### config.mk
export PLATFORM = sky130hd
export DESIGN_NAME = event_timestamp_fifo
export DESIGN_NICKNAME = d
export VERILOG_FILES = /design/src/rtl/event_timestamp_fifo.sv
export SDC_FILE = /design/constraint.sdc
export NUM_CORES = 1
export LEC_CHECK = 0
export ABC_CLOCK_PERIOD_IN_PS = 12500
export CAP_MARGIN = 20
export CORE_ASPECT_RATIO = 0.6
export CORE_UTILIZATION = 59
export DETAILED_ROUTE_END_ITERATION = 10
export PLACE_DENSITY = 0.77
export SLEW_MARGIN = 30
export SYNTH_ARGS = -nofsm -noshare
export SYNTH_HDL_FRONTEND = slang
export SYNTH_SLANG_ARGS = --single-unit
### constraint.sdc
create_clock -name clk -period 12.5 [get_ports clk]
set_input_delay 1.875 -clock clk [delete_from_list [all_inputs] [get_ports clk]]
set_output_delay 1.875 -clock clk [all_outputs]
set_load 0.005 [all_outputs]
### src/rtl/event_timestamp_fifo.sv
// Purpose: timestamps rising edges of the async event_a input with live NTP time and queues them in a FWFT FIFO.
// Latency: 2-FF sync + delay FF to detect; the entry shows in count/notEmpty/head on the clk after the detect clk.
// Backpressure: none upstream; a full FIFO drops the event (sticky overflow, saturating lostCount) unless a pop lands on the same clk.
//
// Ports:
//   clk, rst                    system clock, synchronous active-high reset
//   event_a                     asynchronous event input
//   seconds, fraction           live NTP time, same clock domain
//   secondsValid                NTP "seconds valid" status, captured with each stamp
//   readStrobe, clearStrobe     pop head entry / clear overflow and lostCount
//   headSeconds/Fraction/Valid  head entry (qualify with notEmpty)
//   notEmpty, count             FIFO occupancy
//   overflow, lostCount         dropped-event status
module event_timestamp_fifo #(
    parameter int    DEPTH_L2       = 4,
    parameter int    HOLDOFF_CLOCKS = 1000,
    parameter string DEBUG          = "false"
) (
    input  logic                clk,
    input  logic                rst,
    input  logic                event_a,
    input  logic [31:0]         seconds,
    input  logic [31:0]         fraction,
    input  logic                secondsValid,
    input  logic                readStrobe,
    input  logic                clearStrobe,
    output logic [31:0]         headSeconds,
    output logic [31:0]         headFraction,
    output logic                headValid,
    output logic                notEmpty,
    output logic [DEPTH_L2:0]   count,
    output logic                overflow,
    output logic [15:0]         lostCount
);

    localparam int Depth = 1 << DEPTH_L2;
    localparam int PtrW  = DEPTH_L2 + 1;
    localparam int HoldW = (HOLDOFF_CLOCKS > 1) ? $clog2(HOLDOFF_CLOCKS) : 1;

    typedef struct packed {
        logic        valid;
        logic [31:0] sec;
        logic [31:0] frac;
    } stamp_t;

    // ---------------- edge detection ----------------
    (* ASYNC_REG = "TRUE" *) logic syncA;
    (* ASYNC_REG = "TRUE" *) logic syncB;
    logic syncDly;
    logic edgeDet;

    always_ff @(posedge clk) begin
        if (rst) begin
            syncA   <= 1'b0;
            syncB   <= 1'b0;
            syncDly <= 1'b0;
        end else begin
            syncA   <= event_a;
            syncB   <= syncA;
            syncDly <= syncB;
        end
    end

    assign edgeDet = syncB & ~syncDly;

    // ---------------- holdoff ----------------
    logic [HoldW-1:0] holdoff;
    logic             holdoffDone;
    logic             acceptEdge;
    logic             acceptTap;

    assign holdoffDone = (holdoff == '0);
    assign acceptEdge  = edgeDet && holdoffDone;

    // Optional probe point on the accepted-edge path for on-chip debug.
    if (DEBUG == "true") begin : gDebugTap
        (* mark_debug = "true" *) logic acceptProbe;
        assign acceptProbe = acceptEdge;
        assign acceptTap   = acceptProbe;
    end else begin : gNoDebugTap
        assign acceptTap = acceptEdge;
    end

    // Every accepted edge re-arms the holdoff, including one dropped by a full FIFO.
    always_ff @(posedge clk) begin
        if (rst) begin
            holdoff <= '0;
        end else if (acceptTap) begin
            holdoff <= HoldW'(HOLDOFF_CLOCKS - 1);
        end else if (!holdoffDone) begin
            holdoff <= holdoff - HoldW'(1);
        end
    end

    // ---------------- FIFO ----------------
    stamp_t            mem [Depth];
    stamp_t            headReg;
    stamp_t            wrData;
    logic [PtrW-1:0]   wrPtr;
    logic [PtrW-1:0]   rdPtr;
    logic [PtrW-1:0]   nextRd;
    logic              full;
    logic              pop;
    logic              push;
    logic              drop;

    assign wrData   = '{valid: secondsValid, sec: seconds, frac: fraction};
    assign notEmpty = (wrPtr != rdPtr);
    assign full     = (wrPtr[PtrW-1] != rdPtr[PtrW-1]) &&
                      (wrPtr[PtrW-2:0] == rdPtr[PtrW-2:0]);
    assign count    = wrPtr - rdPtr;
    assign pop      = readStrobe && notEmpty;
    // A pop on the same clk frees the slot, so a full FIFO still accepts.
    assign push     = acceptTap && (!full || pop);
    assign drop     = acceptTap && full && !pop;
    assign nextRd   = pop ? rdPtr + PtrW'(1) : rdPtr;

    always_ff @(posedge clk) begin
        if (push) begin
            mem[wrPtr[PtrW-2:0]] <= wrData;
        end
    end

    always_ff @(posedge clk) begin
        if (rst) begin
            wrPtr     <= '0;
            rdPtr     <= '0;
            headReg   <= '0;
            overflow  <= 1'b0;
            lostCount <= '0;
        end else begin
            if (push) begin
                wrPtr <= wrPtr + PtrW'(1);
            end
            if (pop) begin
                rdPtr <= nextRd;
            end

            // Head register: bypass the write data when the new entry becomes
            // the head; otherwise follow the read pointer. It only moves when
            // a valid entry lands at the head, so it never loads unwritten RAM.
            if (push && (nextRd == wrPtr)) begin
                headReg <= wrData;
            end else if (pop && (nextRd != wrPtr)) begin
                headReg <= mem[nextRd[PtrW-2:0]];
            end

            // A drop coinciding with a clear wins over the clear.
            if (clearStrobe) begin
                overflow  <= drop;
                lostCount <= drop ? 16'd1 : 16'd0;
            end else if (drop) begin
                overflow <= 1'b1;
                if (lostCount != 16'hFFFF) begin
                    lostCount <= lostCount + 16'd1;
                end
            end
        end
    end

    assign headSeconds  = headReg.sec;
    assign headFraction = headReg.frac;
    assign headValid    = headReg.valid;

endmodule

# ---- After elaboration in Yosys (flattened, before gate mapping)
# Memories as Yosys holds them, arrays and structs flattened.
# Index checks and enable logic that the tools add are counted.
dict set report totals {
  ff_bits 105
  latchBits 0
  mem_bits_rw 1040
  mem_bits_ro 0
  output_inout_bits 88
  mem_count 1
}
dict set report classes {
  n_addsub 5
  n_mul 0
  n_div 0
  magnitude_cmp 0
  eq_ne 7
  shifts 0
  mux 13
  n_bitwise 2
  n_reduce_logical 17
}
# name depth width read_ports rd_ports_with_merged_regs write_ports line
set mem_list {}
lappend mem_list {mem 16 65 1 0 1 96} ;# stamp_t mem [Depth];
# cell n
set ops {}
lappend ops {{65-bit 2-to-1 mux} 2}
lappend ops {{16-bit 2-to-1 mux} 3}
lappend ops {{10-bit 2-to-1 mux} 2}
lappend ops {{16-bit by 1-bit adder with 16-bit output (second input constant)} 1}
lappend ops {{16-bit != test (second input constant)} 1}
lappend ops {{5-bit by 1-bit adder with 5-bit output (second input constant)} 2}
lappend ops {{10-bit logical NOT} 1}
lappend ops {{5-bit != test} 2}
lappend ops {{10-bit by 1-bit subtractor with 10-bit output (second input constant)} 1}
lappend ops {{1-bit logical AND} 8}
lappend ops {{2-bit nonzero test} 3}
lappend ops {{5-bit equality test} 1}
lappend ops {{1-bit 2-to-1 mux} 5}
lappend ops {{5-bit 2-to-1 mux} 1}
lappend ops {{5-bit subtractor} 1}
lappend ops {{4-bit equality test} 1}
lappend ops {{1-bit logical NOT} 2}
lappend ops {{2-bit by 1-bit != test with 1-bit output (second input constant)} 1}
lappend ops {{2-bit AND reduction} 1}
lappend ops {{2-bit OR reduction} 1}
lappend ops {{1-bit AND} 1}
lappend ops {{1-bit logical OR} 1}
lappend ops {{1-bit != test} 1}
lappend ops {{1-bit NOT} 1}

# ---- Logic depth before layout (Yosys ltp)
dict set report depth {
  depth_word 7
  mapped_depth 13
  depth_no_buf 9
}

# ---- Worst setup path after synthesis
# Ideal clock, no wire load.
dict set report synth_timing {
  path_kind {input -> register}
  from {input port readStrobe}
  to {memory mem[3][0] (netlist name), enable pin}
  setup_time_ps 568
  t_arrival_ps 6895
  required_time_ps 11932
  slack_ps 5038
  stages 4
  n_path_buf 0
  path_cell_list {nor3_2 -> nor3_4 -> nand2_1 -> nor3_1}
}
dict set report synth_via {
  elab_chain_len 5
}
# item line
set synth_lines {}
lappend synth_lines {{start: declaration} 25} ;# input logic readStrobe,
lappend synth_lines {{1-bit logical AND} 112} ;# assign pop = readStrobe && notEmpty;
lappend synth_lines {{1-bit logical OR} 114} ;# assign push = acceptTap && (!full || pop);
lappend synth_lines {{1-bit logical AND} 114}
lappend synth_lines {{1-bit 2-to-1 mux} 119} ;# if (push) begin
lappend synth_lines {{1-bit 2-to-1 mux (implied by the code)} 120} ;# mem[wrPtr[PtrW-2:0]] <= wrData;
lappend synth_lines {{end: declaration} 96}
# Every way passes these cells.

# ---- Final worst setup path
dict set report layout_timing {
  from {register rdPtr[0]}
  to {register headReg (netlist bit headSeconds[19])}
}
dict set report layout_via {
  elab_chain_len 7
}
# item line
set layout_lines {}
lappend layout_lines {{start: declaration} 100} ;# logic [PtrW-1:0] rdPtr;
lappend layout_lines {{start signal: assignment} 136} ;# rdPtr <= nextRd;
lappend layout_lines {{branches (longest 7 deep; another with memory read 16 x 65 bit)} --}
lappend layout_lines {{end signal: assignment} 143} ;# headReg <= wrData;
lappend layout_lines {{end signal: assignment} 145} ;# headReg <= mem[nextRd[PtrW-2:0]];
lappend layout_lines {{end: declaration} 97} ;# stamp_t headReg;
# Parallel ways; which one is timed is not known. The select of a mux whose other input is x is not followed.
# A chain may end at the register's enable or synchronous reset.

==> flow_summary.toml <==
[drt]
dr.first_iter.drc_count = 4634
drc = 0
routed_wirelength_mm = 143.5
ant_nets = 0
via_per_inst = 7.232
wl_per_cell_um = 30.16
vias = 34402
dr.pass1.iters = 5

[synthesis]
syn_area_per_cell_um2 = 14.47
synth_adder_area_share_pct = 0.3365
seq_area_frac_synth_pct = 65.92
synth_seq_cells = 1145
syn_nets = 3577
synth_top_family_by_area = "compound AO/OA/AOI/OAI gates"
synth-xor-area-share_pct = 0.5172
synthSimpleGateAreaFrac_pct = 3.952
synth_compound_area_share_pct = 14.68
synth_flop_cell = "edfxtp_1"
synth.cell_area_mm2 = 0.05056
synth-edff-count = 1040
yosys_warnings = 0
ys_types = 63
syn_inst = 3494
synthArstFlopShare_pct = 0
synth_mux_area_share_pct = 12.22

[placed_design]
hpwl_mm = 72.34
placed_cells = 4566
gp_congestion = 0.8239
portBuffers = 157

[critical_path]
cp_data_required_time_ps = 13140
arrival_ps = 6750
cp-end-kind = "flip-flop"
r2r_start = "rdPtr[0]"
r2r_cells = 11
crit_path_max_fanout = 68
criticalPathCategory = "reg2reg"
cp-startpoint = "rdPtr[0]"
critPathLaunchType = "flip-flop"

[clock_tree]
cts_root_buf = "clkbuf_16"
cts_setup_buffers = 0
htree_levels = 3
cts_resized = 0
cts_tree = "built"
cts_sinks = 1145
clkTransAtPathRegs_ps = 70
cts_buffers = 99
clk-insertion-delay-late_ps = 710
clockBufferDepth = 3
postCtsHoldBufs = 0

[pwr]
irDropWorstVdd_mv = 0.1750
p_per_area_mw_per_mm2 = 142.8
finalPower_w = 0.008067
total_leakage_power_nw = 17.55

[final_layout]
fin_nets = 3616
instances_no_fill = 4757
area_growth_pct = 11.75
final_cell_mix = "edfxtp_1 (1040), mux2_2 (355), o22ai_1 (269)"
final_common_cell = "edfxtp_1"
final_util_pct = 67.17
drive_above_1_share_pct = 17.88
fillCellCount = 5629

[worst_hold_path]
whs_path_depth = 1
worstHoldStart = "syncA"
hold_class = "reg2reg"

[global_routing]
grt_first_pass_wirelength_mm = 213.9
antenna_found_initial = 11
grt_use_total_pct = 32.51
grt_start_max_net_pins = 177
first_global_vias = 34469
grt-ovfl-total = 0

[floorplan]
core-area_mm2 = 0.08413
initial_core_util_pct = 60.10
die_h_um = 228.8
die_x_um = 379.9
rows = 82
dieArea_mm2 = 0.08692
ioPinCount = 158

[timing]
hold_violations = 0
setup_violations = 0
min_period_ps = 6110
max_slew_margin_pct = 28.35
rsz0062_at_grt = "false"
finalCritPeriodShare_pct = 48.88
tightest_slew_ps = 1075
fmax_mhz = 163.7
fin_skew_ps = 27.76
slew_viol_final = 0
hold_slack_ps = 449.5
fin_tns_setup_ps = 0

[run]
maxCapViolCount = 0

[outcome]
status = "complete, no violations"
## Yosys cell counts, drive strengths merged, types with 5 or more instances
master / count / area share (%)
nor2: 79 / 0.59
o21ai: 158 / 1.6
nor3: 35 / 0.40
o221ai: 109 / 1.9
edfxtp: 1040 / 62
ha: 12 / 0.30
dfxtp: 105 / 4.2
inv: 18 / 0.13
and3: 7 / 0.087
a221o: 53 / 1.0
nand2b: 8 / 0.099
o22ai: 269 / 3.3
nand3: 13 / 0.13
mux4: 34 / 1.5
nor4: 25 / 0.31
mux2: 355 / 7.9
o211ai: 12 / 0.18
xor2: 12 / 0.21
and2: 5 / 0.062
o31ai: 15 / 0.22
xnor2: 17 / 0.31
or3: 5 / 0.062
o22a: 50 / 0.87
mux2i: 141 / 2.8
a31oi: 51 / 0.63
nor4b: 5 / 0.099
a22oi: 6 / 0.089
a211oi: 15 / 0.23
nand2: 258 / 1.9
a2bb2oi: 100 / 1.7
clkbuf: 219 / 1.6
buf: 71 / 0.62
a22o: 5 / 0.087
a2111oi: 15 / 0.30
o2111ai: 116 / 2.0
a21oi: 28 / 0.28
## critical path, cell delays in order (launching register included)
cell and delay (ps):
dfxtp_4 740, buf_4 870, ha_1 270, and4_1 610, a21oi_1 370, nand2_4 470
buf_4 810, buf_4 820, a2bb2oi_1 350, o2111ai_1 180, a31oi_1 270, a221o_1 140
## cell type report
| cell class | count | area, um^2 | area share (%) |
|---|---|---|---|
| Multi-Input combinational cell | 2041 | 16260 | 28.77 |
| Clock inverter | 40 | 360.3 | 0.6377 |
| Antenna cell | 5 | 12.51 | 0.02214 |
| Timing Repair Buffer | 228 | 2203 | 3.899 |
| Inverter | 18 | 67.56 | 0.1196 |
| Sequential cell | 1145 | 33340 | 59.00 |
| Tap cell | 1134 | 1419 | 2.511 |
| Clock buffer | 146 | 2849 | 5.042 |
## per-stage QoR
stage / instance area [um^2] / setup slack, ps
floorplan: 50560 / 5038
global placement: 53160 / 6545
detailed placement: 53250 / 6356
CTS: 56460 / 6634
global route: 56500 / 6298
finish: 56510 / 6390
## report_power, final
part | switching, W | internal, W
registers | 0.0000500 | 0.00422
logic | 0.000444 | 0.000279
clock network | 0.00139 | 0.00169
total | 0.00188 | 0.00619
## per-layer routing
layer / global-route usage, % / part of all wire, % / vias up
met2: 51.07 / 47 / 2410
met3: 7.067 / 12 / 404
met5: 0 / 0.072 / -
met1: 44.66 / 39 / 17163
li1: - / - / 14409
met4: 12.54 / 3.2 / 16
## flip-flops by register name, summed over array words and instances, names as in the netlist
| signal | count |
|---|---|
| mem | 1040 |
| headSeconds | 32 |
| headValid | 1 |
| syncB | 1 |
| holdoff | 10 |
| overflow | 1 |
| headFraction | 32 |
| wrPtr | 5 |
| rdPtr | 5 |
| syncA | 1 |
| syncDly | 1 |
| lostCount | 16 |
## final timing paths
path                                   endpoint  slack, ps
worst min register to register            syncB        450
worst max register to register  headSeconds[19]       6390
worst max-delay path            headSeconds[19]       6390
worst min-delay path                      syncB        450
## logic make-up after synthesis
family	count (synthesis)
muxes	530
adders and majority gates	13
and+or+nand+nor	455
AOI/OAI and AO/OA	1014
DFF	1145
buffers and inverters	308
xor gates and xnor gates	29
(Power assumes the default switching activity.)
